### config.mk
export PLATFORM = sky130hd
export DESIGN_NAME = matmul_result_writer
export DESIGN_NICKNAME = d
export VERILOG_FILES = /design/src/rtl/matmul_pkg.sv /design/src/rtl/matmul_result_writer_result_ram.sv /design/src/rtl/matmul_result_writer.sv
export SDC_FILE = /design/constraint.sdc
export NUM_CORES = 2
export LEC_CHECK = 0
export ABC_AREA = 1
export BUFFER_PORTS_ARGS = -buffer_cell sky130_fd_sc_hd__buf_2
export CORE_MARGIN = 4
export CORE_UTILIZATION = 48
export DETAILED_ROUTE_END_ITERATION = 8
export SLEW_MARGIN = 20
export SYNTH_ARGS = -nofsm -noshare
export SYNTH_HDL_FRONTEND = slang
export SYNTH_HIERARCHICAL = 1
export SYNTH_SLANG_ARGS = --single-unit
export TNS_END_PERCENT = 100
### constraint.sdc
create_clock -name clk -period 8.7 [get_ports clk]
set_input_delay 0.87 -clock clk [delete_from_list [all_inputs] [get_ports clk]]
set_output_delay 0.87 -clock clk [all_outputs]
set_load 0.005 [all_outputs]
### src/rtl/matmul_pkg.sv
// Shared constants and state encoding for the matmul output-side result writer.
package matmul_pkg;

    localparam int WIDTH          = 16;
    localparam int BLOCK_SIZE     = 2;
    localparam int CHUNK_SIZE     = BLOCK_SIZE * BLOCK_SIZE;
    localparam int ROW_SIZE_MAT_A = 16;
    localparam int COL_SIZE_MAT_B = 10;
    localparam int ROW_SIZE_MAT_C = ROW_SIZE_MAT_A / BLOCK_SIZE;
    localparam int COL_SIZE_MAT_C = COL_SIZE_MAT_B / BLOCK_SIZE;
    localparam int MAX_FLAG       = ROW_SIZE_MAT_C * COL_SIZE_MAT_C;
    localparam int ADDR_WIDTH     = $clog2(MAX_FLAG);
    localparam int TILE_W         = WIDTH * CHUNK_SIZE;
    localparam int CNT_W          = ADDR_WIDTH + 1;

    localparam logic [ADDR_WIDTH-1:0] RAM_DEPTH_A = ADDR_WIDTH'(MAX_FLAG);
    localparam logic [CNT_W-1:0]      LAST_COUNT  = CNT_W'(MAX_FLAG - 1);
    localparam logic [15:0]           LAST_COL    = 16'(COL_SIZE_MAT_C - 1);

    typedef enum logic [1:0] {
        IDLE    = 2'd0,
        COLLECT = 2'd1,
        DONE    = 2'd2
    } state_t;

    // Row-major tile index, computed at 32 bits before narrowing to the RAM address.
    function automatic logic [ADDR_WIDTH-1:0] tile_index(input logic [15:0] row,
                                                         input logic [15:0] col);
        return ADDR_WIDTH'(32'(row) * 32'(COL_SIZE_MAT_C) + 32'(col));
    endfunction

endpackage

### src/rtl/matmul_result_writer_result_ram.sv
// Result tile store: one write port, one synchronous read-first read port.
module result_ram
    import matmul_pkg::*;
(
    input  logic                  clk,
    input  logic                  rst_n,
    input  logic                  we,
    input  logic [ADDR_WIDTH-1:0] wr_addr,
    input  logic [TILE_W-1:0]     wr_data,
    input  logic                  rd_en,
    input  logic [ADDR_WIDTH-1:0] rd_addr,
    output logic [TILE_W-1:0]     rd_data
);

    logic [TILE_W-1:0] mem [MAX_FLAG];

    always_ff @(posedge clk) begin
        if (we && (wr_addr < RAM_DEPTH_A)) begin
            mem[wr_addr] <= wr_data;
        end
    end

    // Output register sees the pre-write array contents, giving read-first behaviour.
    always_ff @(posedge clk) begin
        if (!rst_n) begin
            rd_data <= '0;
        end else if (rd_en) begin
            rd_data <= (rd_addr < RAM_DEPTH_A) ? mem[rd_addr] : '0;
        end
    end

endmodule

### src/rtl/matmul_result_writer.sv
// Captures finished systolic-core tiles into the result RAM at their row-major C position.
//
//  state   | meaning
//  IDLE    | waiting for en before collecting
//  COLLECT | storing one tile per accumulator_done rising edge
//  DONE    | all tiles stored; further captures flag overflow_err
module matmul_result_writer
    import matmul_pkg::*;
(
    input  logic                  clk,
    input  logic                  rst_n,
    input  logic                  en,
    input  logic                  clear,
    input  logic                  accumulator_done,
    input  logic [TILE_W-1:0]     in_tile,
    input  logic                  rd_en,
    input  logic [ADDR_WIDTH-1:0] rd_addr,
    output logic [TILE_W-1:0]     rd_data,
    output logic                  rd_valid,
    output logic [15:0]           tile_row,
    output logic [15:0]           tile_col,
    output logic [CNT_W-1:0]      tile_count,
    output logic                  all_done,
    output logic                  overflow_err
);

    state_t                state;
    logic                  done_q;
    logic                  capture;
    logic                  wr_en;
    logic [ADDR_WIDTH-1:0] wr_addr;

    assign capture = accumulator_done & ~done_q & en;
    assign wr_en   = (state == COLLECT) & capture & ~clear;
    assign wr_addr = tile_index(tile_row, tile_col);

    always_ff @(posedge clk) begin
        if (!rst_n) begin
            state        <= IDLE;
            done_q       <= 1'b0;
            rd_valid     <= 1'b0;
            tile_row     <= '0;
            tile_col     <= '0;
            tile_count   <= '0;
            all_done     <= 1'b0;
            overflow_err <= 1'b0;
        end else begin
            done_q   <= accumulator_done;
            rd_valid <= rd_en;
            if (clear) begin
                state        <= IDLE;
                tile_row     <= '0;
                tile_col     <= '0;
                tile_count   <= '0;
                all_done     <= 1'b0;
                overflow_err <= 1'b0;
            end else begin
                case (state)
                    IDLE: begin
                        if (en) state <= COLLECT;
                    end
                    COLLECT: begin
                        if (capture) begin
                            tile_count <= tile_count + 1'b1;
                            if (tile_col == LAST_COL) begin
                                tile_col <= '0;
                                tile_row <= tile_row + 16'd1;
                            end else begin
                                tile_col <= tile_col + 16'd1;
                            end
                            if (tile_count == LAST_COUNT) begin
                                state    <= DONE;
                                all_done <= 1'b1;
                            end
                        end
                    end
                    DONE: begin
                        if (capture) overflow_err <= 1'b1;
                    end
                    default: state <= IDLE;
                endcase
            end
        end
    end

    result_ram u_result_ram (
        .clk     (clk),
        .rst_n   (rst_n),
        .we      (wr_en),
        .wr_addr (wr_addr),
        .wr_data (in_tile),
        .rd_en   (rd_en),
        .rd_addr (rd_addr),
        .rd_data (rd_data)
    );

endmodule

==> flow_summary.html <==
<table>
<tr><th>Metric</th><th>Value</th></tr>
<tr><th colspan="2">Placed design</th></tr>
<tr><td>Standard cell area after detailed placement</td><td>112000 um2</td></tr>
<tr><td>Count of input and output buffers</td><td>181</td></tr>
<tr><td>Placed wire-length estimate after detailed placement</td><td>159 mm</td></tr>
<tr><td>GP Congestion</td><td>0.816</td></tr>
<tr><th colspan="2">Cells and area</th></tr>
<tr><td>Final instance area</td><td>121000 um2</td></tr>
<tr><td>Area delta synth-&gt;final</td><td>11.1%</td></tr>
<tr><td>Net count of the finished layout</td><td>9533</td></tr>
<tr><td>Share of final-layout standard cells stronger than drive strength 1</td><td>7.85%</td></tr>
<tr><th colspan="2">Clocking</th></tr>
<tr><td>CTS tree</td><td>yes</td></tr>
<tr><td>Maximum buffer depth of the clock tree</td><td>4</td></tr>
<tr><td>H-Tree Level Count</td><td>5</td></tr>
<tr><td>Inserted Clock Buffers</td><td>292</td></tr>
<tr><td>CTS sink cnt</td><td>2669</td></tr>
<tr><td>Post_cts resized</td><td>0</td></tr>
<tr><td>Post-CTS repair timing setup buffer count</td><td>0</td></tr>
<tr><td>Clock insertion delay at the later pin of the skew report</td><td>0.93 ns</td></tr>
<tr><td>Root Buffer</td><td>sky130_fd_sc_hd__clkbuf_16</td></tr>
<tr><td>Worst-path clk slew</td><td>0.06 ns</td></tr>
<tr><td>Number of hold buffers added after cts</td><td>0</td></tr>
<tr><th colspan="2">Worst setup path</th></tr>
<tr><td>Instance count on the critical path</td><td>15</td></tr>
<tr><td>Kind of critical path</td><td>register to register</td></tr>
<tr><td>Reg-to-reg endpoint</td><td>u_result_ram/mem[32][5]$_DFFE_PP_</td></tr>
<tr><td>Delay of the slowest cell on the worst path</td><td>1.00 ns</td></tr>
<tr><td>CP most frequent cell</td><td>sky130_fd_sc_hd__inv_1</td></tr>
<tr><td>CP delay by family, top</td><td>buffers and inverters</td></tr>
<tr><td>Maximum net fanout on the critical path</td><td>43</td></tr>
<tr><td>Start point of the critical path</td><td>tile_row[2]$_SDFFE_PP0P_</td></tr>
<tr><td>Kind of capture point of the worst setup path</td><td>register</td></tr>
<tr><td>Critical Path, Cell by Cell</td><td>ha_1, inv_1, fa_1, inv_1, ha_1, a21oi_1, o21ai_0, xor2_1, xor2_1, inv_1, o21ai_0, clkinv_1, nand3_1, nor2_4, buf_4</td></tr>
<tr><td>Worst path slowest cell</td><td>sky130_fd_sc_hd__buf_4</td></tr>
<tr><td>Reg2reg path depth</td><td>15</td></tr>
<tr><td>Kind of launch point of the worst setup path</td><td>register</td></tr>
<tr><td>Worst EP arrival</td><td>6.13 ns</td></tr>
<tr><td>Start of the worst register-to-register path</td><td>tile_row[2]$_SDFFE_PP0P_</td></tr>
<tr><td>Buffer and inverter count on the worst path</td><td>5</td></tr>
<tr><td>Reg-to-reg setup timing slack</td><td>3.09 ns</td></tr>
<tr><td>Worst EP required</td><td>9.21 ns</td></tr>
<tr><td>Worst setup path end</td><td>u_result_ram/mem[32][5]$_DFFE_PP_</td></tr>
<tr><th colspan="2">Floorplan</th></tr>
<tr><td>Die Y</td><td>484 um</td></tr>
<tr><td>Starting Density</td><td>48.3%</td></tr>
<tr><td># IOs</td><td>182</td></tr>
<tr><td>Die area</td><td>234000 um2</td></tr>
<tr><td>Die X</td><td>484 um</td></tr>
<tr><td>Area inside the core boundary</td><td>225000 um2</td></tr>
<tr><td>Number of rows created at floorplan</td><td>174</td></tr>
<tr><th colspan="2">Synthesis</th></tr>
<tr><td>Share of synthesized flip-flops with an asynchronous set or reset</td><td>0%</td></tr>
<tr><td>Sequential-to-total area share from yosys stat</td><td>72.7%</td></tr>
<tr><td>Post-synth net total</td><td>9512</td></tr>
<tr><td>Ys flop type</td><td>sky130_fd_sc_hd__edfxtp_1</td></tr>
<tr><td>Count of flip-flops with a built-in enable after synthesis</td><td>2560</td></tr>
<tr><td>Per-instance average area after synthesis</td><td>11.6 um2</td></tr>
<tr><td>Number of instances in the synthesized netlist</td><td>9419</td></tr>
<tr><td>Register bit total from synthesis</td><td>2669</td></tr>
<tr><td>Most used standard cell by instance count after synthesis</td><td>sky130_fd_sc_hd__nand2_1</td></tr>
<tr><td>Cell area after technology mapping</td><td>109000 um2</td></tr>
<tr><td>Top cell type by total area after synthesis</td><td>sky130_fd_sc_hd__edfxtp_1</td></tr>
<tr><td>Leading cell types by total area after synthesis</td><td>sky130_fd_sc_hd__edfxtp_1 (71%), sky130_fd_sc_hd__nand2_1 (10%), sky130_fd_sc_hd__nand3_1 (7.9%)</td></tr>
<tr><td>Number of warnings printed during yosys synthesis</td><td>6</td></tr>
<tr><td>Number of distinct library cells after synthesis</td><td>41</td></tr>
<tr><td>Top cell type's share of synthesized area</td><td>70.6%</td></tr>
<tr><td>Most instantiated cells after synthesis</td><td>sky130_fd_sc_hd__nand2_1 (2953), sky130_fd_sc_hd__edfxtp_1 (2560), sky130_fd_sc_hd__nand3_1 (1723), sky130_fd_sc_hd__inv_1 (450), sky130_fd_sc_hd__nor2_1 (411)</td></tr>
<tr><th colspan="2">Route</th></tr>
<tr><td>Number of remaining DRC errors</td><td>0</td></tr>
<tr><td>Number of iterations in the first detailed-routing pass</td><td>6</td></tr>
<tr><td>Number of nets still failing antenna checks after routing</td><td>0</td></tr>
<tr><td>Number of DRC violations after detailed-routing iteration 0</td><td>7886</td></tr>
<tr><td>WL/cell</td><td>24.6 um</td></tr>
<tr><td>Routed vias/inst</td><td>5.73</td></tr>
<tr><td>Via count</td><td>72400</td></tr>
<tr><td>Overall routed net length</td><td>312 mm</td></tr>
<tr><th colspan="2">STA</th></tr>
<tr><td>Final critical path time including I/O delays and setup</td><td>5.61 ns</td></tr>
<tr><td>Post-Route Skew</td><td>0.0577 ns</td></tr>
<tr><td>Setup violation total in the final timing report</td><td>0</td></tr>
<tr><td>Max Freq</td><td>0.178 GHz</td></tr>
<tr><td>Least-Margin Pin Slew</td><td>1.12 ns</td></tr>
<tr><td>Final period util</td><td>64.5%</td></tr>
<tr><td>Hold Vio Cnt, Final</td><td>0</td></tr>
<tr><td>Setup_tns</td><td>0 ns</td></tr>
<tr><td>Total count of max-transition violations in the final report</td><td>0</td></tr>
<tr><td>Relative max-transition margin</td><td>25.0%</td></tr>
<tr><td>RSZ-0062 raised after global routing</td><td>no</td></tr>
<tr><th colspan="2">Power</th></tr>
<tr><td>IR drop worst, VDD</td><td>0.000213 V</td></tr>
<tr><td>Psw</td><td>5.96 mW</td></tr>
<tr><td>P_int</td><td>21.1 mW</td></tr>
<tr><td>Lkg Pwr</td><td>44.1 nW</td></tr>
<tr><td>Cell area power density</td><td>224 nW/um2</td></tr>
<tr><td>Switching share of total power</td><td>22.0%</td></tr>
<tr><td>Clock network fraction of total power</td><td>42.6%</td></tr>
<tr><td>Share of total power in sequential cells</td><td>52.1%</td></tr>
<tr><td>Part of the power in combinational logic</td><td>5.4%</td></tr>
<tr><th colspan="2">Hold path</th></tr>
<tr><td>Min-delay worst type</td><td>input port to register</td></tr>
<tr><th colspan="2">GRT</th></tr>
<tr><td>Wire length of the first global-routing pass</td><td>458 mm</td></tr>
<tr><td>Maximum number of pins on one net before global-route repair</td><td>206</td></tr>
<tr><td>Number of antenna violations at the first check in global routing</td><td>25</td></tr>
<tr><td>Total track usage</td><td>26.0%</td></tr>
<tr><td>Total global routing overflow</td><td>0</td></tr>
<tr><td>Via count of the first global-routing pass</td><td>68500</td></tr>
<tr><th colspan="2">Run status</th></tr>
<tr><td>Outcome</td><td>completed</td></tr>
<tr><th colspan="2">Run</th></tr>
<tr><td>Maximum capacitance violations</td><td>0</td></tr>
</table>
[layout by cell type (no fill, tap or decap), drive strengths merged, types with 4 or more instances in the layout]
cell type  instances
edfxtp          2560
o22ai            100
o211ai            14
buf              300
nor2             419
nand2           2965
nand3           1728
xnor2              6
nand3b             4
diode              6
bufinv            11
nor3               7
clkbuf           394
ha                14
o21ai            299
xor2              11
nand4             12
inv              463
clkinv            93
o221ai            30
dfxtp            109
a21oi             98
[worst register-to-register path, cell delays in order, from the launching register on]
cell,delay (ns)
sky130_fd_sc_hd__dfxtp_1,0.40
sky130_fd_sc_hd__ha_1,0.33
sky130_fd_sc_hd__inv_1,0.06
sky130_fd_sc_hd__fa_1,0.52
sky130_fd_sc_hd__inv_1,0.05
sky130_fd_sc_hd__ha_1,0.35
sky130_fd_sc_hd__a21oi_1,0.18
sky130_fd_sc_hd__o21ai_0,0.12
sky130_fd_sc_hd__xor2_1,0.16
sky130_fd_sc_hd__xor2_1,0.23
sky130_fd_sc_hd__inv_1,0.17
sky130_fd_sc_hd__o21ai_0,0.11
sky130_fd_sc_hd__clkinv_1,0.18
sky130_fd_sc_hd__nand3_1,0.39
sky130_fd_sc_hd__nor2_4,0.92
sky130_fd_sc_hd__buf_4,1.00
[metrics by stage]
step                      utilization, %  hold slack [ns]  cells  power, mW  setup WS [ns]
after detailed placement            49.8            0.447  12100       15.8           3.11
after floorplan                        -            0.446   9419       15.2           2.90
after global routing                53.7            0.121  12600       27.9           2.81
final                               53.7            0.157  12600       27.1           3.09
after global placement              49.8            0.441  12100       15.8           3.00
after CTS                           53.7            0.106  12600       27.3           3.07
[power groups by stage]
| stage | Clock [mW] | Sequential (mW) | Combinational, mW |
|---|---|---|---|
| 2_1_floorplan | 0 | 14.4 | 0.839 |
| 3_3_place_gp | 0 | 14.4 | 1.42 |
| 3_5_place_dp | 0 | 14.4 | 1.44 |
| 4_1_cts | 11.7 | 14.1 | 1.45 |
| 5_1_grt | 12.3 | 14.1 | 1.59 |
| 6_report | 11.5 | 14.1 | 1.45 |
[routing by layer]
layer,vias up,routed length (um),global-route usage [%]
met5,-,61,0
met4,8,10100,8.83
met3,552,25000,3.46
met2,3229,148000,42.2
met1,35900,129000,36.4
li1,32700,-,-
[worst min-delay path by stage]
stage | start | end | slack [ns] | depth (start not counted)
2_1_floorplan | all_done$_SDFFE_PP0P_ | all_done$_SDFFE_PP0P_ | 0.45 | 2
6_report | accumulator_done | done_q$_SDFF_PN0_ | 0.16 | 3
3_3_place_gp | all_done$_SDFFE_PP0P_ | all_done$_SDFFE_PP0P_ | 0.44 | 2
4_1_cts | accumulator_done | done_q$_SDFF_PN0_ | 0.11 | 3
3_5_place_dp | all_done$_SDFFE_PP0P_ | all_done$_SDFFE_PP0P_ | 0.45 | 2
5_1_grt | accumulator_done | done_q$_SDFF_PN0_ | 0.12 | 3
[sequential cells by signal (all words and copies together) (netlist names)]
signal                flops
tile_count                7
overflow_err              1
done_q                    1
state                     2
u_result_ram/rd_data     64
tile_col                 16
rd_valid                  1
all_done                  1
u_result_ram/mem       2560
tile_row                 16
[area by class of cell]
| cell class | count | area [um2] |
|---|---|---|
| Timing Repair Buffer | 300 | 2280 |
| Sequential cell | 2669 | 79100 |
| Fill cell | 18900 | 104000 |
| Tap cell | 2992 | 3740 |
| Clock buffer | 394 | 7950 |
| Clock inverter | 108 | 795 |
| Antenna cell | 6 | 15.0 |
| Multi-Input combinational cell | 5715 | 25300 |
| Inverter | 462 | 1780 |
[cells by family (layout without fill, tap and decap cells)]
logic type	count (synthesis)	in the layout	share of synthesized area, %
and+or+nand+nor	5138	5138	19.9
DFF	2669	2669	72.7
buffers and inverters	1035	1264	4.35
AOI/OAI and AO/OA	543	543	2.79
adders and majority gates	17	17	0.216
xor gates and xnor gates	17	17	0.137
other	0	6	0
No activity file was read; power rests on OpenSTA's default activity.
